[config.mk]
export PLATFORM = sky130hd
export DESIGN_NAME = freq_meas_scheduler
export DESIGN_NICKNAME = d
export VERILOG_FILES = /design/src/rtl/freq_meas_pkg.sv /design/src/rtl/pulse_sync_edge.sv /design/src/rtl/freq_meas_scheduler.sv
export SDC_FILE = /design/constraint.sdc
export NUM_CORES = 1
export LEC_CHECK = 0
export ABC_CLOCK_PERIOD_IN_PS = 4900
export CORE_MARGIN = 4
export CORE_UTILIZATION = 45
export DETAILED_ROUTE_END_ITERATION = 8
export GPL_ROUTABILITY_DRIVEN = 0
export PLACE_DENSITY = 0.69
export SKIP_CTS_REPAIR_TIMING = 1
export SLEW_MARGIN = 20
export SYNTH_ARGS = -nofsm -noshare
export SYNTH_HDL_FRONTEND = slang
export SYNTH_SLANG_ARGS = --single-unit
[constraint.sdc]
create_clock -name clk -period 4.9 [get_ports clk]
set_input_delay 1.225 -clock clk [delete_from_list [all_inputs] [get_ports clk]]
set_output_delay 1.225 -clock clk [all_outputs]
set_load 0.005 [all_outputs]
[src/rtl/freq_meas_pkg.sv]
// freq_meas_pkg: shared constants, FSM state type and round-robin helper for the frequency scheduler
package freq_meas_pkg;
  localparam int NUM_CH = 4;
  localparam int CH_W = 2;
  localparam int CNT_W = 32;
  typedef enum logic [2:0] {IDLE, SELECT, SETTLE, GATE, STORE} state_t;
  // first enabled channel strictly after last (wrapping); last itself only if it is the sole one
  function automatic logic [CH_W-1:0] next_ch(input logic [CH_W-1:0] last, input logic [NUM_CH-1:0] en);
    logic [CH_W-1:0] c;
    next_ch = last;
    for (int k = NUM_CH; k >= 1; k--) begin
      c = last + CH_W'(k);
      if (en[c]) next_ch = c;
    end
  endfunction
endpackage

[src/rtl/pulse_sync_edge.sv]
// pulse_sync_edge: two-flop synchroniser bringing one asynchronous pulse pin into the clk domain
module pulse_sync_edge (
  input  logic clk,
  input  logic rst,
  input  logic i_pulse,
  output logic o_level
);
  logic [1:0] r_sync;
  // shift the raw pin through two flops to resolve metastability
  always_ff @(posedge clk)
    if (rst) r_sync <= '0;
    else r_sync <= {r_sync[0], i_pulse};
  assign o_level = r_sync[1];
endmodule

[src/rtl/freq_meas_scheduler.sv]
// freq_meas_scheduler: round-robin gated edge counter shared across four pulse channels
module freq_meas_scheduler
  import freq_meas_pkg::*;
#(
  parameter int CLK_HZ        = 20_000_000,
  parameter int GATE_CYCLES   = 20_000_000,
  parameter int SETTLE_CYCLES = 4
) (
  input  logic              clk,
  input  logic              rst,
  input  logic              pulse_in_0,
  input  logic              pulse_in_1,
  input  logic              pulse_in_2,
  input  logic              pulse_in_3,
  input  logic [NUM_CH-1:0] ch_en,
  output logic [31:0]       freq_out_0,
  output logic [31:0]       freq_out_1,
  output logic [31:0]       freq_out_2,
  output logic [31:0]       freq_out_3,
  output logic [NUM_CH-1:0] freq_valid,
  output logic              upd_stb,
  output logic [CH_W-1:0]   upd_ch,
  output logic              busy
);
  localparam logic [31:0] FREQ_MULT = 32'(CLK_HZ / GATE_CYCLES);
  logic [NUM_CH-1:0] w_pin, w_sync, r_valid;
  state_t            r_state, w_next;
  logic [CH_W-1:0]   r_cur, r_last, r_upd_ch, w_sel;
  logic [31:0]       r_tmr;
  logic [CNT_W-1:0]  r_cnt;
  logic [31:0]       r_freq [NUM_CH];
  logic [63:0]       w_prod;
  logic [31:0]       w_scaled;
  logic              r_prev, r_stb, w_lvl, w_edge, w_tmr_done;
  assign w_pin = {pulse_in_3, pulse_in_2, pulse_in_1, pulse_in_0};
  for (genvar g = 0; g < NUM_CH; g++) begin : g_sync
    pulse_sync_edge u_sync (.clk(clk), .rst(rst), .i_pulse(w_pin[g]), .o_level(w_sync[g]));
  end
  assign w_sel      = next_ch(r_last, ch_en);
  assign w_lvl      = w_sync[r_cur];
  assign w_edge     = w_lvl & ~r_prev;
  assign w_tmr_done = (r_state == SETTLE) ? r_tmr == 32'(SETTLE_CYCLES - 1) : r_tmr == 32'(GATE_CYCLES - 1);
  assign w_prod     = 64'(r_cnt) * 64'(FREQ_MULT);
  assign w_scaled   = |w_prod[63:32] ? '1 : w_prod[31:0];
  // state register
  always_ff @(posedge clk)
    r_state <= rst ? IDLE : w_next;
  // next-state: select, settle, gate, store, then loop back to select
  always_comb begin
    w_next = r_state;
    case (r_state)
      IDLE:    w_next = |ch_en ? SELECT : IDLE;
      SELECT:  w_next = |ch_en ? SETTLE : IDLE;
      SETTLE:  w_next = w_tmr_done ? GATE : SETTLE;
      GATE:    w_next = w_tmr_done ? STORE : GATE;
      STORE:   w_next = SELECT;
      default: w_next = IDLE;
    endcase
  end
  // outputs decoded from state
  always_comb
    busy = r_state != IDLE;
  // datapath: channel pointer, timer, shared edge counter, scaled result registers
  always_ff @(posedge clk) begin
    if (rst) begin
      r_cur    <= '0;
      r_last   <= '1;
      r_tmr    <= '0;
      r_cnt    <= '0;
      r_prev   <= 1'b0;
      r_valid  <= '0;
      r_stb    <= 1'b0;
      r_upd_ch <= '0;
      for (int n = 0; n < NUM_CH; n++) r_freq[n] <= '0;
    end else begin
      r_stb   <= 1'b0;
      r_valid <= r_valid & ch_en;
      r_tmr   <= ((r_state == SETTLE || r_state == GATE) && !w_tmr_done) ? r_tmr + 32'd1 : '0;
      r_prev  <= (r_state == SELECT) ? w_sync[w_sel] : w_lvl;
      if (r_state == SELECT) r_cur <= w_sel;
      if (r_state == SETTLE) r_cnt <= '0;
      if (r_state == GATE && w_edge && !(&r_cnt)) r_cnt <= r_cnt + 1'b1;
      if (r_state == STORE) begin
        r_last <= r_cur;
        if (ch_en[r_cur]) begin
          r_freq[r_cur]  <= w_scaled;
          r_valid[r_cur] <= 1'b1;
          r_stb          <= 1'b1;
          r_upd_ch       <= r_cur;
        end
      end
    end
  end
  assign freq_out_0 = r_freq[0];
  assign freq_out_1 = r_freq[1];
  assign freq_out_2 = r_freq[2];
  assign freq_out_3 = r_freq[3];
  assign freq_valid = r_valid;
  assign upd_stb    = r_stb;
  assign upd_ch     = r_upd_ch;
endmodule
==> impl_metrics.yaml, run 1 <==
clocking:
  clock_latency_ns: 0.51
  tritoncts: "yes"
  path_clk_slew_ns: 0.06
  cts_root_buf: "clkbuf_16"
  cts_max_level: 1
  cts_made_buffers: 24
  cts.sinks: 215
  clock_path_buffers: 3
floorplan:
  fp.dieH_um: 148
  initial_core_util: 0.464
  die_area_um2: 21900
  num_rows: 50
  io-pin-count: 146
  core-area_um2: 19000
  die_x_um: 148
synthesis:
  synth_area_um2: 8830
  avgSynthCellArea_um2: 10.9
  ys_seq_area_frac: 0.632
  ys_types: 61
  netlist_instances: 807
  ys_warn_count: 0
  synth.net_count: 819
  synth-edff-count: 128
  synth-seq-cells: 215
  postSynth.asyncResetShare: 0
  ys_dominant_reg_cell: "edfxtp_1"
timing:
  clock-skew-final_ns: 0.0145
  finalCritPeriodShare: 0.652
  finalMaxSlewViolations: 0
  layout_min_cycle_time_ns: 3.20
  tns_ns: 0
  max_freq_ghz: 0.313
  slew_headroom: 0.284
  worstMarginPinSlew_ns: 1.07
  setup_viol: 0
  rsz0062_at_grt: "false"
  finalHoldViolations: 0
final_layout:
  drive_above_1_share: 0.0748
  syn2layout_area_growth_pct: 27.8
  final_cell_area_um2: 11300
  nets: 956
  antennaDiodeCount: 0
  fill_cells: 1606
grt:
  grt_max_degree: 35
  grt-ovfl-total: 0
  grt_pass1_wl_mm: 31.7
  antenna_found_initial: 0
  grt_pass1_vias: 6051
  gr-usage-all-layers: 0.175
pwr:
  p_comb_frac: 0.064
  power.share.clock: 0.441
  swShare: 0.216
  p_int_mw: 3.17
  peakVddDrop_v: 0.000297
  p_sw_uw: 872
  power.density_nw_per_um2: 358
  p_seq_frac: 0.495
  cellLeakagePower_nw: 4.12
route:
  drt_first_pass_iters: 5
  num_vias: 6287
  drt_wl_total_mm: 19.3
  antenna_left: 0
  via_per_inst: 5.14
  drt_iter0_drc: 433
  routedWlPerCell_um: 15.8
  drc_errors: 0
worst_setup_path:
  r2r_cells: 6
  start_kind: "input pin"
  regToRegStartpoint: "r_cur[0]"
  path_max_fanout: 32
  critical_path_class: "input pin to register"
  end_kind: "register"
  crit_arrival_ns: 3.33
  critPathLaunch: "ch_en[1]"
  required_ns: 5.03
flow_run:
  max-cap-violations: 0
placed_design:
  post-dp-hpwl_mm: 13.0
  dpl_cell_area_um2: 10500
  portBuffers: 145
min_path:
  min_delay_path_depth: 1
  hp-start: "g_sync[3].u_sync.r_sync[0]"
  min_path_type: "register to register"
status:
  status: "complete, no violations"
## state kept, by name, summed over array words and instances, names as in the netlist
signal,cells
freq_valid,4
g_sync.u_sync.r_sync,8
r_prev,1
r_cur,2
r_tmr,32
upd_ch,2
r_state,3
upd_stb,1
r_freq,128
r_cnt,32
r_last,2
## critical path: stages
cell             delay [ns]
clkdlybuf4s50_1        0.57
mux4_2                 0.28
nand3_2                0.30
nor4_4                 0.26
or2_2                  0.68
## final cells by class
type | instances | area [µm²] | area share
Clock inverter | 11 | 125 | 0.0111
Tap cell | 260 | 325 | 0.0288
Inverter | 39 | 146 | 0.0130
Timing Repair Buffer | 154 | 1520 | 0.135
Sequential cell | 215 | 5590 | 0.495
Multi-Input combinational cell | 510 | 2910 | 0.258
Clock buffer | 33 | 676 | 0.0598
## logic make-up (layout without fill, tap and decap cells)
| family | count (synthesis) | after routing | synth area share |
|---|---|---|---|
| compound gates | 91 | 91 | 0.0626 |
| xor+xnor | 34 | 34 | 0.0337 |
| fa+ha+maj | 2 | 2 | 0.00283 |
| buf+inv | 82 | 237 | 0.0431 |
| flops | 215 | 215 | 0.632 |
| mux | 8 | 8 | 0.0120 |
| simple gates | 375 | 375 | 0.213 |
## metal layers
layer / part of all wire / GRT usage
met4: 0.014 / 0.0337
met3: 0.058 / 0.0326
met2: 0.48 / 0.298
met1: 0.44 / 0.239
met5: 0 / 0
## cells in the mapped netlist (3+ instances only)
master	n	area [µm²]
buf_4	5	37.5
nor2_1	132	495
edfxtp_1	128	3840
or4_1	4	30.0
and4_1	9	78.8
o21ai_1	3	15.0
dfxtp_1	87	1740
nand2_1	76	285
clkbuf_1	20	75.1
buf_6	5	56.3
mux2i_1	5	50.1
inv_1	39	146
nand4_1	17	106
xor2_1	22	193
nor4_1	7	43.8
nor3_2	3	30.0
and3_1	12	75.1
nand3_1	32	160
a21oi_1	21	105
o31ai_1	7	52.6
a31oi_1	10	62.6
xnor2_1	12	105
nor2b_1	9	56.3
and2_1	36	225
buf_2	13	65.1
nor2_2	3	18.8
nand2b_1	5	31.3
or3_1	7	43.8
o21ai_0	31	155
nor3_1	7	35.0
## cells in the final DEF, fill, tap and decap left out, types with 3 or more instances in the layout
| cell type | n |
|---|---|
| a31oi_1 | 10 |
| buf_4 | 9 |
| and4_1 | 9 |
| nor2_1 | 131 |
| or4_1 | 4 |
| edfxtp_1 | 128 |
| or3_1 | 7 |
| nand3_1 | 32 |
| nor3_1 | 7 |
| xnor2_1 | 12 |
| nor2b_1 | 9 |
| nor2_2 | 4 |
| o31ai_1 | 7 |
| nand2b_1 | 4 |
| a21oi_1 | 21 |
| o21ai_4 | 3 |
| o21ai_1 | 3 |
| o21ai_0 | 28 |
| nand4_1 | 17 |
| clkdlybuf4s50_1 | 145 |
| clkbuf_16 | 25 |
| inv_1 | 39 |
| and3_1 | 12 |
| mux2i_1 | 5 |
| and2_1 | 36 |
| dfxtp_1 | 87 |
| xor2_1 | 22 |
| nor3_2 | 3 |
| clkbuf_1 | 6 |
| nor4_1 | 7 |
| nand2_1 | 76 |
| clkinv_1 | 3 |
## through the flow
stage | utilization | power, mW | hold slack [ns] | instances | setup WS, ns
floorplan | - | 2.16 | 0.414 | 807 | 0.467
global placement | 0.552 | 2.30 | 0.420 | 1178 | 1.25
detailed placement | 0.552 | 2.30 | 0.425 | 1178 | 1.17
CTS | 0.594 | 4.09 | 0.439 | 1222 | 1.68
global route | 0.594 | 4.19 | 0.449 | 1222 | 1.54
finish | 0.594 | 4.04 | 0.433 | 1222 | 1.70
## power by group through the flow
stage | Combinational [mW] | Clock, mW | Sequential, mW
after floorplan | 0.126 | 0 | 2.03
after global placement | 0.261 | 0 | 2.04
after detailed placement | 0.265 | 0 | 2.04
after CTS | 0.265 | 1.82 | 2.00
after global routing | 0.286 | 1.90 | 2.01
final | 0.259 | 1.78 | 2.00
## final timing paths
kind                                 to  slack, ns
max                       r_freq[0][10]       1.70
max reg2reg                   r_cnt[22]       2.22
min          g_sync[3].u_sync.r_sync[1]       0.43
min reg2reg  g_sync[3].u_sync.r_sync[1]       0.43
(Power assumes the default switching activity.)
==> run 2, diff against run 1 <==
- ABC_CLOCK_PERIOD_IN_PS: 4900 -> 2560
- PLACE_DENSITY: 0.69 -> 0.72
- clock period: 4.9 -> 2.56 ns (I/O delays scaled with it)
==> run 2 against run 1 <==
First-iteration DRC count decreased by 1.6%. Count of clock-buffer cells in the layout decreased by 3. Critical path depth increased by 4. Setup slack got worse by 1.4 ns. Clock skew up 0.0012 ns. Sequential power is 90% higher. Via count increased by 2.7%. Critical endpoint is now r_cnt[5].
==> impl_metrics.yaml, run 2 (synthesized netlist as in run 1, its figures left out) <==
status:
  status: "complete, no violations"
floorplan:
  num_rows: 50
  initial_core_util: 0.464
  core-area_um2: 19000
  io-pin-count: 146
  fp.dieH_um: 148
  die_area_um2: 21900
  die_x_um: 148
clocking:
  clock_path_buffers: 3
  path_clk_slew_ns: 0.06
  cts.sinks: 215
  cts_made_buffers: 23
  cts_root_buf: "clkbuf_16"
  tritoncts: "yes"
  clock_latency_ns: 0.50
  cts_max_level: 1
grt:
  grt_pass1_wl_mm: 33.0
  grt_pass1_vias: 6362
  antenna_found_initial: 0
  grt-ovfl-total: 0
  gr-usage-all-layers: 0.181
  grt_max_degree: 34
timing:
  worstMarginPinSlew_ns: 0.576
  tns_ns: 0
  whs_ns: 0.434
  slew_headroom: 0.615
  setup_viol: 0
  layout_min_cycle_time_ns: 2.30
  max_freq_ghz: 0.435
  clock-skew-final_ns: 0.0157
  finalMaxSlewViolations: 0
  rsz0062_at_grt: "false"
  finalHoldViolations: 0
  finalCritPeriodShare: 0.899
final_layout:
  antennaDiodeCount: 0
  mostFrequentLayoutCell: "clkdlybuf4s50_1"
  nets: 983
  largest_register_ffs: 128
  drive_above_1_share: 0.0982
  syn2layout_area_growth_pct: 30.5
  top_regs: "r_freq: 128 flops, r_cnt: 32 flops, r_tmr: 32 flops"
  largest-register: "r_freq"
  final_cell_mix: "144 x clkdlybuf4s50_1, 131 x nor2_1, 128 x edfxtp_1"
pwr:
  cellLeakagePower_nw: 4.27
  peakVddDrop_v: 0.000424
  power.density_nw_per_um2: 654
worst_setup_path:
  crit_end: "r_cnt[5]"
  crit_arrival_ns: 2.71
  critical_path_class: "register to register"
  required_ns: 2.97
  path_max_fanout: 23
  critPathLaunch: "r_cnt[1]"
  r2r_setup_slack_ns: 0.26
  end_kind: "register"
  regToRegStartpoint: "r_cnt[1]"
  r2r_cells: 9
  start_kind: "register"
  r2r_end: "r_cnt[5]"
route:
  via_per_inst: 5.18
  drt_iter0_drc: 426
  drt_first_pass_iters: 5
  drt_wl_total_mm: 20.1
  drc_errors: 0
  num_vias: 6459
  antenna_left: 0
  routedWlPerCell_um: 16.1
placed_design:
  post-dp-hpwl_mm: 13.9
  portBuffers: 145
min_path:
  min_path_type: "register to register"
flow_run:
  max-cap-violations: 0
## run 2: cell count changes in the layout (fill, tap and decap cells not counted), moves of 2 or more
cell	change
clkbuf_1	-2
buf_4	+20
clkbuf_16	-2
clkinv_1	+2
clkinvlp_4	+2
buf_12	+8
## run 2: final cells by class
| class | instances | area, µm² |
|---|---|---|
| Clock buffer | 30 | 632 |
| Inverter | 39 | 146 |
| Tap cell | 260 | 325 |
| Sequential cell | 215 | 5590 |
| Clock inverter | 12 | 95.1 |
| Multi-Input combinational cell | 510 | 2910 |
| Timing Repair Buffer | 182 | 1830 |
| Fill cell | 1559 | 7490 |
## run 2: power by group
| part | switching (mW) | internal [mW] | leakage (nW) | total, mW |
|---|---|---|---|---|
| Sequential | 0.0530 | 3.76 | 1.98 | 3.81 |
| Clock | 1.33 | 1.85 | 0.349 | 3.17 |
| Combinational | 0.286 | 0.267 | 1.94 | 0.554 |
## run 2: stage by stage
step           worst slack [ns]  power, mW  cells  instance area [µm²]   util
4_1_cts                  0.0357       7.62   1248                11500  0.606
6_report                  0.260       7.54   1248                11500  0.606
3_5_place_dp             0.0284       4.45   1206                10800  0.568
3_3_place_gp             0.0508       4.44   1206                10800  0.568
2_1_floorplan            -0.425       4.13    807                 8830      -
5_1_grt                  0.0601       7.82   1248                11500  0.606
## run 2: worst min-delay path by stage
stage,start,endpoint,slack [ns],cells past startpoint
after floorplan,g_sync[0].u_sync.r_sync[0],g_sync[0].u_sync.r_sync[1],0.41,1
after global placement,g_sync[3].u_sync.r_sync[0],g_sync[3].u_sync.r_sync[1],0.42,1
after detailed placement,g_sync[1].u_sync.r_sync[0],g_sync[1].u_sync.r_sync[1],0.42,1
after CTS,g_sync[1].u_sync.r_sync[0],g_sync[1].u_sync.r_sync[1],0.44,1
after global routing,g_sync[1].u_sync.r_sync[0],g_sync[1].u_sync.r_sync[1],0.45,1
final,g_sync[1].u_sync.r_sync[0],g_sync[1].u_sync.r_sync[1],0.43,1
## run 2: worst max-delay path, cell delays in order (launching register included)
cell and delay [ns]:
dfxtp_1 0.46, ha_1 0.25, nand3_1 0.10, buf_4 0.17, nor3_2 0.31, a31oi_2 0.19, nor3_2 0.18, buf_4 0.29
o21ai_0 0.15, o31ai_1 0.08
## run 2: per-layer routing
| metal | up-vias | global-route usage | routed length, µm |
|---|---|---|---|
| met5 | - | 0 | 0 |
| met4 | 0 | 0.0430 | 316 |
| met3 | 28 | 0.0293 | 1130 |
| met2 | 188 | 0.312 | 9870 |
| met1 | 3109 | 0.243 | 8810 |
| li1 | 3134 | - | - |
==> run 3, diff against run 2 <==
- DONT_BUFFER_PORTS: not set -> 1
- HOLD_SLACK_MARGIN: not set -> 0.02
- PLACE_DENSITY: 0.72 -> not set
==> run 3 against run 2 <==
Hold slack worse by 0.25 ns. Setup slack worse by 0.075 ns. Largest cell class unchanged. First-iteration DRC count down 38%. Clock power up 3%. Maximum frequency down 3.2%.
==> impl_metrics.yaml, run 3 (synthesized netlist as in run 1, its figures left out) <==
status:
  status: "complete, no violations"
worst_setup_path:
  start_kind: "register"
  crit_arrival_ns: 2.79
  end_kind: "register"
  path_max_fanout: 7
  critical_path_class: "register to register"
  required_ns: 2.97
timing:
  finalCritPeriodShare: 0.928
  setup_viol: 0
  tns_ns: 0
  rsz0062_at_grt: "false"
  clock-skew-final_ns: 0.0256
  finalMaxSlewViolations: 0
  finalHoldViolations: 0
  layout_min_cycle_time_ns: 2.38
  whs_ns: 0.185
  worstMarginPinSlew_ns: 0.783
  fin_ws_ns: 0.185
  max_freq_ghz: 0.421
  slew_headroom: 0.478
min_path:
  min_path_type: "input pin to register"
floorplan:
  fp.dieH_um: 148
  die_x_um: 148
  io-pin-count: 146
  initial_core_util: 0.464
  die_area_um2: 21900
  core-area_um2: 19000
  num_rows: 50
final_layout:
  final_cell_mix: "131 x nor2_1, 128 x edfxtp_1, 87 x dfxtp_1"
  largest-register: "r_freq"
  fill_cells: 1700
  nets: 821
  syn2layout_area_growth_pct: 12.5
  largest_register_ffs: 128
  top_regs: "r_freq: 128 flops, r_cnt: 32 flops, r_tmr: 32 flops"
  drive_above_1_share: 0.103
  mostFrequentLayoutCell: "nor2_1"
  antennaDiodeCount: 0
  fin_cells: 1086
grt:
  grt-ovfl-total: 0
  grt_pass1_vias: 5741
  antenna_found_initial: 0
  grt_pass1_wl_mm: 31.1
  gr-usage-all-layers: 0.175
  grt_max_degree: 34
clocking:
  cts_max_level: 1
  clock_latency_ns: 0.52
  cts_root_buf: "clkbuf_16"
  cts.sinks: 215
  path_clk_slew_ns: 0.07
  clock_path_buffers: 3
  cts_made_buffers: 23
  tritoncts: "yes"
placed_design:
  dp.cells: 1044
  post-dp-hpwl_mm: 13.4
  portBuffers: 0
  post-place-ws_ns: 0.153
route:
  via_per_inst: 5.38
  antenna_left: 0
  drt_wl_total_mm: 19.7
  routedWlPerCell_um: 18.2
  drt_iter0_drc: 263
  drc_errors: 0
  drt_first_pass_iters: 5
  num_vias: 5843
pwr:
  peakVddDrop_v: 0.000551
  p_total_mw: 7.44
  cellLeakagePower_nw: 3.62
  power.density_nw_per_um2: 749
flow_run:
  max-cap-violations: 0
run 3: cell types whose count changed in the layout (fill, tap and decap cells not counted), moves of 2 or more:
| cell | before | now |
|---|---|---|
| buf_12 | 8 | 4 |
| nand2b_1 | 5 | 3 |
| clkdlybuf4s50_1 | 144 | 0 |
| clkbuf_8 | 3 | 1 |
| buf_4 | 29 | 16 |
| clkinv_1 | 5 | 1 |
| nand2b_2 | 0 | 2 |
| clkinv_2 | 1 | 3 |
| clkbuf_1 | 4 | 6 |
| clkbuf_16 | 23 | 25 |
run 3: per-stage QoR:
stage           util  instance area [µm²]
4_1_cts        0.522                 9930
3_5_place_dp   0.482                 9170
5_1_grt        0.522                 9930
2_1_floorplan      -                 8830
6_report       0.522                 9930
3_3_place_gp   0.482                 9170
run 3: cell type report:
class	instances	area (µm²)	share of cell area
tap	260	325	0.0328
sequential	215	5590	0.562
clock inverter	10	91.3	0.00920
inverter	39	146	0.0147
timing repair buffer	20	200	0.0202
clock buffer	32	662	0.0666
multi-input combinational	510	2920	0.294
run 3: routing by layer:
layer | up-vias | GRT usage | routed length (µm) | share of wire
li1 | 2810 | - | - | -
met1 | 2805 | 0.214 | 7890 | 0.40
met2 | 195 | 0.309 | 10100 | 0.51
met3 | 33 | 0.0433 | 1360 | 0.069
met4 | 0 | 0.0499 | 379 | 0.019
met5 | - | 0 | 0 | 0
run 3: worst paths after layout:
kind | cells after the start | startpoint | end | slack, ns
worst max register to register | 7 | r_cnt[0] | r_cnt[24] | 0.18
worst max-delay path | 7 | r_cnt[0] | r_cnt[24] | 0.18
worst min-delay path | 1 | rst | r_cur[1] | 0.18
worst min register to register | 1 | g_sync[0].u_sync.r_sync[0] | g_sync[0].u_sync.r_sync[1] | 0.44
run 3: power by group:
group          internal [mW]  leakage, nW  switching [mW]
clock network           1.92        0.367            1.34
registers               3.76         1.98          0.0804
logic                  0.104         1.28           0.226
run 3: worst max-delay path, cell delays in order (launching register included):
cell and delay, ns:
dfxtp_1 0.50, ha_1 0.25, nand3_1 0.19, or3_1 0.47
nor2_2 0.17, nand2_1 0.12, o311a_1 0.30, a221o_1 0.26
